[src/rtl/aes_sbox_pkg.sv]
// rtl/aes_sbox_pkg.sv - shared constants, FSM/grant encodings and helpers for the S-box scheduler
//
// Purpose: common definitions imported by the S-box lane bank, the scheduler
// interface and the scheduler itself.
package aes_sbox_pkg;

    localparam int LANES    = 4;                 // S-box instances = bytes per beat
    localparam int BYTE_W   = 8;
    localparam int WORD_W   = LANES * BYTE_W;    // one beat through the lanes
    localparam int STATE_W  = 128;               // AES state
    localparam int ST_BEATS = 16 / LANES;        // beats per SubBytes
    localparam int BEAT_W   = $clog2(ST_BEATS);

    typedef enum logic [1:0] {
        IDLE   = 2'd0,
        ST_RUN = 2'd1,
        KS_RUN = 2'd2
    } sched_state_t;

    typedef enum logic {
        GRANT_ST = 1'b0,
        GRANT_KS = 1'b1
    } grant_t;

    // Word idx of the state: bytes 4*idx .. 4*idx+3.
    function automatic logic [WORD_W-1:0] state_word(input logic [STATE_W-1:0] s,
                                                     input logic [BEAT_W-1:0]  idx);
        return s[int'(idx) * WORD_W +: WORD_W];
    endfunction

endpackage

[src/rtl/sbox_scheduler_if.sv]
// rtl/sbox_scheduler_if.sv - request/response bundle between AES clients and the S-box scheduler
//
// Purpose: groups the state (SubBytes) and key (SubWord) request channels.
// master: the round controller / key scheduler side (drives req and data).
// slave : the scheduler side (drives ack, done, results and busy).
interface sbox_scheduler_if;
    import aes_sbox_pkg::*;

    logic               st_req;
    logic [STATE_W-1:0] st_in;
    logic               st_ack;
    logic               st_done;
    logic [STATE_W-1:0] st_out;

    logic               ks_req;
    logic [WORD_W-1:0]  ks_in;
    logic               ks_ack;
    logic               ks_done;
    logic [WORD_W-1:0]  ks_out;

    logic               busy;

    modport master (
        output st_req, st_in, ks_req, ks_in,
        input  st_ack, st_done, st_out, ks_ack, ks_done, ks_out, busy
    );

    modport slave (
        input  st_req, st_in, ks_req, ks_in,
        output st_ack, st_done, st_out, ks_ack, ks_done, ks_out, busy
    );

endinterface

[src/rtl/sbox.sv]
// rtl/sbox.sv - AES forward S-box, one byte, combinational
//
// Ports: a (byte in), y (S(a)).
module sbox (
    input  logic [7:0] a,
    output logic [7:0] y
);

    // Row 0x0 is the most significant 128 bits; entry n sits at bits
    // [(255-n)*8 +: 8], and 255-n == ~n for an 8-bit index.
    localparam logic [2047:0] SBOX_TABLE = {
        128'h637c777b_f26b6fc5_3001672b_fed7ab76,
        128'hca82c97d_fa5947f0_add4a2af_9ca472c0,
        128'hb7fd9326_363ff7cc_34a5e5f1_71d83115,
        128'h04c723c3_1896059a_071280e2_eb27b275,
        128'h09832c1a_1b6e5aa0_523bd6b3_29e32f84,
        128'h53d100ed_20fcb15b_6acbbe39_4a4c58cf,
        128'hd0efaafb_434d3385_45f9027f_503c9fa8,
        128'h51a3408f_929d38f5_bcb6da21_10fff3d2,
        128'hcd0c13ec_5f974417_c4a77e3d_645d1973,
        128'h60814fdc_222a9088_46eeb814_de5e0bdb,
        128'he0323a0a_4906245c_c2d3ac62_9195e479,
        128'he7c8376d_8dd54ea9_6c56f4ea_657aae08,
        128'hba78252e_1ca6b4c6_e8dd741f_4bbd8b8a,
        128'h703eb566_4803f60e_613557b9_86c11d9e,
        128'he1f89811_69d98e94_9b1e87e9_ce5528df,
        128'h8ca1890d_bfe64268_41992d0f_b054bb16
    };

    assign y = SBOX_TABLE[{~a, 3'b000} +: 8];

endmodule

[src/rtl/sbox_lane4.sv]
// rtl/sbox_lane4.sv - LANES parallel S-boxes on one word, combinational
//
// Ports: word_in (LANES bytes, byte j = word_in[8j+7:8j]), word_out (byte j = S(byte j)).
module sbox_lane4
    import aes_sbox_pkg::*;
(
    input  logic [WORD_W-1:0] word_in,
    output logic [WORD_W-1:0] word_out
);

    for (genvar j = 0; j < LANES; j++) begin : g_lane
        sbox u_sbox (
            .a (word_in[j*BYTE_W +: BYTE_W]),
            .y (word_out[j*BYTE_W +: BYTE_W])
        );
    end

endmodule

[src/rtl/sbox_scheduler.sv]
// rtl/sbox_scheduler.sv - time-multiplexes one 4-lane S-box bank between SubBytes and SubWord
//
// Ports:
//   clk   - system clock, rising edge
//   reset - asynchronous, active-high
//   bus   - sbox_scheduler_if.slave: st_req/st_in -> st_ack/st_done/st_out,
//           ks_req/ks_in -> ks_ack/ks_done/ks_out, busy
// A state request takes 4 lane beats (capture->done 4 cycles), a key request
// one beat. Both requesters are level-held until ack; all outputs are registers.
module sbox_scheduler
    import aes_sbox_pkg::*;
(
    input  logic            clk,
    input  logic            reset,
    sbox_scheduler_if.slave bus
);

    sched_state_t        state_q, state_d;
    logic [BEAT_W-1:0]   beat_q;
    grant_t              last_grant_q;

    logic [STATE_W-1:0]  st_buf_q;
    logic [WORD_W-1:0]   ks_buf_q;
    logic [STATE_W-1:0]  st_out_q;
    logic [WORD_W-1:0]   ks_out_q;
    logic                st_ack_q, st_done_q, ks_ack_q, ks_done_q;

    logic                grant_st, grant_ks, upd_grant;
    logic                st_word_we, st_finish, ks_we;
    logic [WORD_W-1:0]   lane_in, lane_out;

    // ------------------------------------------------------------------
    // FSM: state register
    // ------------------------------------------------------------------
    always_ff @(posedge clk or posedge reset) begin
        if (reset) begin
            state_q <= IDLE;
        end else begin
            state_q <= state_d;
        end
    end

    // ------------------------------------------------------------------
    // FSM: next state, arbitration and lane input mux
    // ------------------------------------------------------------------
    always_comb begin
        state_d    = state_q;
        grant_st   = 1'b0;
        grant_ks   = 1'b0;
        upd_grant  = 1'b0;
        st_word_we = 1'b0;
        st_finish  = 1'b0;
        ks_we      = 1'b0;
        lane_in    = '0;

        case (state_q)
            IDLE: begin
                if (bus.st_req && bus.ks_req) begin
                    // Only contested decisions move the priority flag, so the
                    // loser's later uncontested grant does not cost it the next tie.
                    upd_grant = 1'b1;
                    if (last_grant_q == GRANT_KS) begin
                        grant_st = 1'b1;
                    end else begin
                        grant_ks = 1'b1;
                    end
                end else if (bus.st_req) begin
                    grant_st = 1'b1;
                end else if (bus.ks_req) begin
                    grant_ks = 1'b1;
                end

                if (grant_st) begin
                    state_d = ST_RUN;
                end else if (grant_ks) begin
                    state_d = KS_RUN;
                end
            end

            ST_RUN: begin
                lane_in    = state_word(st_buf_q, beat_q);
                st_word_we = 1'b1;
                if (beat_q == BEAT_W'(ST_BEATS - 1)) begin
                    st_finish = 1'b1;
                    state_d   = IDLE;
                end
            end

            KS_RUN: begin
                lane_in = ks_buf_q;
                ks_we   = 1'b1;
                state_d = IDLE;
            end

            default: begin
                state_d = IDLE;
            end
        endcase
    end

    sbox_lane4 u_lanes (
        .word_in  (lane_in),
        .word_out (lane_out)
    );

    // ------------------------------------------------------------------
    // Buffers, beat counter, result and handshake registers
    // ------------------------------------------------------------------
    always_ff @(posedge clk or posedge reset) begin
        if (reset) begin
            beat_q       <= '0;
            last_grant_q <= GRANT_KS;
            st_buf_q     <= '0;
            ks_buf_q     <= '0;
            st_out_q     <= '0;
            ks_out_q     <= '0;
            st_ack_q     <= 1'b0;
            st_done_q    <= 1'b0;
            ks_ack_q     <= 1'b0;
            ks_done_q    <= 1'b0;
        end else begin
            st_ack_q  <= grant_st;
            ks_ack_q  <= grant_ks;
            st_done_q <= st_finish;
            ks_done_q <= ks_we;

            if (grant_st) begin
                st_buf_q <= bus.st_in;
                beat_q   <= '0;
            end

            if (grant_ks) begin
                ks_buf_q <= bus.ks_in;
            end

            if (upd_grant) begin
                last_grant_q <= grant_st ? GRANT_ST : GRANT_KS;
            end

            if (st_word_we) begin
                st_out_q[int'(beat_q) * WORD_W +: WORD_W] <= lane_out;
                beat_q <= st_finish ? '0 : beat_q + 1'b1;
            end

            if (ks_we) begin
                ks_out_q <= lane_out;
            end
        end
    end

    assign bus.st_ack  = st_ack_q;
    assign bus.st_done = st_done_q;
    assign bus.st_out  = st_out_q;
    assign bus.ks_ack  = ks_ack_q;
    assign bus.ks_done = ks_done_q;
    assign bus.ks_out  = ks_out_q;
    assign bus.busy    = (state_q != IDLE);

endmodule

[src/flat_wrapper.sv]
// flat-port wrapper written by rule: the top's interface ports become plain ports
module sbox_scheduler_flat import aes_sbox_pkg::*;
  (clk, reset, bus_st_req, bus_st_in, bus_ks_req, bus_ks_in, bus_st_ack, bus_st_done, bus_st_out, bus_ks_ack, bus_ks_done, bus_ks_out, bus_busy);
  sbox_scheduler_if bus_i ();
  input  logic clk;
  input  logic reset;
  input wire logic [$bits(bus_i.st_req)-1:0] bus_st_req;
  input wire logic [$bits(bus_i.st_in)-1:0] bus_st_in;
  input wire logic [$bits(bus_i.ks_req)-1:0] bus_ks_req;
  input wire logic [$bits(bus_i.ks_in)-1:0] bus_ks_in;
  output wire logic [$bits(bus_i.st_ack)-1:0] bus_st_ack;
  output wire logic [$bits(bus_i.st_done)-1:0] bus_st_done;
  output wire logic [$bits(bus_i.st_out)-1:0] bus_st_out;
  output wire logic [$bits(bus_i.ks_ack)-1:0] bus_ks_ack;
  output wire logic [$bits(bus_i.ks_done)-1:0] bus_ks_done;
  output wire logic [$bits(bus_i.ks_out)-1:0] bus_ks_out;
  output wire logic [$bits(bus_i.busy)-1:0] bus_busy;
  assign bus_i.st_req = bus_st_req;
  assign bus_i.st_in = bus_st_in;
  assign bus_i.ks_req = bus_ks_req;
  assign bus_i.ks_in = bus_ks_in;
  assign bus_st_ack = bus_i.st_ack;
  assign bus_st_done = bus_i.st_done;
  assign bus_st_out = bus_i.st_out;
  assign bus_ks_ack = bus_i.ks_ack;
  assign bus_ks_done = bus_i.ks_done;
  assign bus_ks_out = bus_i.ks_out;
  assign bus_busy = bus_i.busy;
  sbox_scheduler u_core (.clk(clk), .reset(reset), .bus(bus_i));
endmodule
[config.mk]
export PLATFORM = sky130hd
export DESIGN_NAME = sbox_scheduler_flat
export DESIGN_NICKNAME = d
export VERILOG_FILES = /design/src/rtl/aes_sbox_pkg.sv /design/src/rtl/sbox_scheduler_if.sv /design/src/rtl/sbox.sv /design/src/rtl/sbox_lane4.sv /design/src/rtl/sbox_scheduler.sv /design/src/flat_wrapper.sv
export SDC_FILE = /design/constraint.sdc
export NUM_CORES = 2
export LEC_CHECK = 0
export ABC_AREA = 1
export CAP_MARGIN = 20
export CORE_MARGIN = 3
export CORE_UTILIZATION = 45
export DETAILED_ROUTE_END_ITERATION = 8
export DONT_BUFFER_PORTS = 1
export MAX_ROUTING_LAYER = met4
export SETUP_SLACK_MARGIN = 0.1
export SYNTH_ARGS = -nofsm -noshare
export SYNTH_HDL_FRONTEND = slang
export SYNTH_SLANG_ARGS = --single-unit
[constraint.sdc]
create_clock -name clk -period 11.4 [get_ports clk]
set_input_delay 2.28 -clock clk [delete_from_list [all_inputs] [get_ports clk]]
set_output_delay 2.28 -clock clk [all_outputs]
set_load 0.01 [all_outputs]
==> reports/metrics.cfg <==
[placement]
portBuffers = 0
dpl_cell_area_um2 = 26100
dp_hpwl_um = 77600
gp_congestion = 1.05

[global_routing]
grt_max_degree = 172
grt_overflow = 0
grt_pass1_wl_um = 174000
grt_pass1_vias = 27100
grt_usage = 0.365
antenna_found_initial = 3

[power_and_ir_drop]
p_leak_uw = 0.0139
p_per_area_nw_per_um2 = 348
peakVddDrop_mv = 0.167

[worst_setup_path]
path_common_cell = nand2_1
critical_path_class = register to register
crit_required_ns = 11.89
worst_path_largest_cell_delay_ns = 0.96
crit_slowest_cell = dfrtp_4
end_kind = register
start_kind = register
crit_fanout = 64
worstPathArrival_ns = 5.63
cp_cell_sequence = buf_4 > nand2_1 > nand3_1 > nand3_1 > nand2_2 > nand2_2 > ha_1 > nand3_1 > nand2_1 > inv_1 > nand2_1 > nand3_1 > nand3_1 > nand3_1 > nand2_1 > nand2_1 > nand2_1 > nand4_1 > nand2_1

[run_status]
status = finished, final reports clean

[clock_tree]
cts_made_buffers = 37
cts_tree = built
cts_sinks = 329
cts-root-buf = clkbuf_16
post_cts_buffers = 0
cts_max_path_buffers = 3
clk_pin_slew_ns = 0.06
post_cts_resized = 0
cts_hold_buf = 0
clk_latency_ns = 0.60
ctsHtreeMaxLevel = 2

[drt]
via_count = 29800
drc = 0
postRouteAntennaNets = 0
drtIter0Drc = 5341
wl_um = 114000
wire_per_inst_um = 23.9
via_per_inst = 6.23
drt_pass1_iterations = 9

[job]
maxCapViolations = 0

[layout]
area_delta_synth_final_pct = 2.84
nets = 4196
final_cell_area_um2 = 27300
drive_above_1_share = 0.0708

[yosys]
avgSynthCellArea_um2 = 6.30
synth_area_um2 = 26500
async_flop_share = 1.00
synth_seq_cells = 329
synth.distinct_cells = 43
syn-num-nets = 4420
synthFlopType = dfrtp_1
synthCells = 4208
yosys_warnings = 0
synth_edf_count = 0
yosysSeqAreaShare = 0.311

[die]
fp-row-count = 88
die_x_um = 249
die_y_um = 249
io_pins = 329
dieArea_um2 = 61900
core-area_um2 = 58000
start_util = 0.457

[sta]
worst_pin_slew_ns = 1.11
final_max_slew_viol_count = 0
rsz0062_at_grt = no
fin_crit_sh = 0.451
fin_crit_ns = 5.14
whs_ns = 0.467
fin_setup_tns_ns = 0
finalHoldViolCount = 0
fmax_mhz = 195
setup_viol = 0
maxSlewHeadroom = 0.257
skew_ns = 0.0575

[min_path]
holdCritPathClass = register to register

## worst paths after layout
kind | from | end | slack (ns) | depth (start not counted)
max | u_core.beat_q[0]$_DFFE_PP0P_ | u_core.bus.st_out[51]$_DFFE_PP0P_ | 6.26 | 19
min | u_core.st_buf_q[46]$_DFFE_PP0P_ | u_core.st_buf_q[46]$_DFFE_PP0P_ | 0.47 | 2
max reg2reg | u_core.beat_q[0]$_DFFE_PP0P_ | u_core.bus.st_out[51]$_DFFE_PP0P_ | 6.26 | 19
min reg2reg | u_core.st_buf_q[46]$_DFFE_PP0P_ | u_core.st_buf_q[46]$_DFFE_PP0P_ | 0.47 | 2
max in group asynchronous | reset | u_core.bus.st_out[80]$_DFFE_PP0P_ | 7.98 | 3
min in group asynchronous | reset | u_core.st_buf_q[122]$_DFFE_PP0P_ | 1.80 | 2
## stage by stage
stage          total power, µW  worst slack (ns)  utilization  cells
3_3_place_gp              8060              6.41        0.449   4709
5_1_grt                  10100              6.04        0.470   4778
3_5_place_dp              8040              6.48        0.449   4710
6_report                  9470              6.26        0.470   4779
2_1_floorplan             6390              4.73            -   4208
4_1_cts                   9260              6.44        0.470   4775
## power by group
part           total, µW  internal (µW)  switching (µW)
logic               6170           1620            4540
clock network       1200            674             526
registers           2110           1630             480
## layout make-up
type / count / area [µm²]
fillers: 6266 / 30800
multi-input cells: 3413 / 15900
flip-flops and latches: 329 / 8240
clock inverters: 13 / 128
diodes: 4 / 10.0
clock buffers: 52 / 1050
well taps: 765 / 957
repair buffers: 39 / 338
inverters: 164 / 631
## cells in the final DEF, fill, tap and decap left out, types with 37 or more instances in the layout
cell type	count
a21oi_1	55
clkbuf_16	37
dfrtp_1	327
ha_1	45
inv_1	122
nand2_1	1634
nand2_2	57
nand3_1	1221
nor2_1	91
o21ai_0	109
o21ai_1	40
## cell usage after synthesis, types with 18 or more instances
cell type | number | area share
o21ai_1 | 40 | 0.0076
inv_2 | 36 | 0.0051
inv_1 | 124 | 0.018
clkbuf_1 | 82 | 0.012
a21oi_1 | 55 | 0.010
nand2_1 | 1634 | 0.23
nand3_2 | 33 | 0.012
nand2_2 | 57 | 0.013
buf_2 | 127 | 0.024
nand3_1 | 1221 | 0.23
nor2_2 | 18 | 0.0042
nor2_1 | 94 | 0.013
dfrtp_1 | 328 | 0.31
buf_6 | 30 | 0.013
buf_4 | 47 | 0.013
ha_1 | 48 | 0.023
o21ai_0 | 109 | 0.021
nand4_1 | 36 | 0.0085
## critical path: cells and delay by family, from the launching register on
family                     cells  cell delay (ns)
buffers and inverters          2             0.83
and+or+nand+nor               16             2.78
adders and majority gates      1             0.42
DFF                            1             0.96
## registers in the layout (all words and copies together), names as in the netlist
| name | cells |
|---|---|
| u_core.beat_q | 2 |
| u_core.bus.st_out | 128 |
| u_core.bus.ks_ack | 1 |
| u_core.st_buf_q | 128 |
| u_core.bus.ks_out | 32 |
| u_core.bus.ks_done | 1 |
| u_core.bus.st_ack | 1 |
| u_core.ks_buf_q | 32 |
| u_core.state_q | 2 |
| u_core.last_grant_q | 1 |
| u_core.bus.st_done | 1 |
## cells by family (layout without fill, tap and decap cells)
kind of cell,after synthesis,count (layout),synth area share
AOI/OAI and AO/OA,242,242,0.0492
adders and majority gates,48,48,0.0227
buffers and inverters,466,268,0.0906
DFF,329,329,0.311
other,0,4,0
and+or+nand+nor,3123,3123,0.527
## per-layer routing
metal,vias to the layer above,part of all wire,GRT usage
met3,428,0.12,0.0929
met4,0,0.057,0.155
met5,-,0,-
li1,13500,-,-
met2,2074,0.42,0.524
met1,13800,0.40,0.489
No activity file was read; power rests on OpenSTA's default activity.
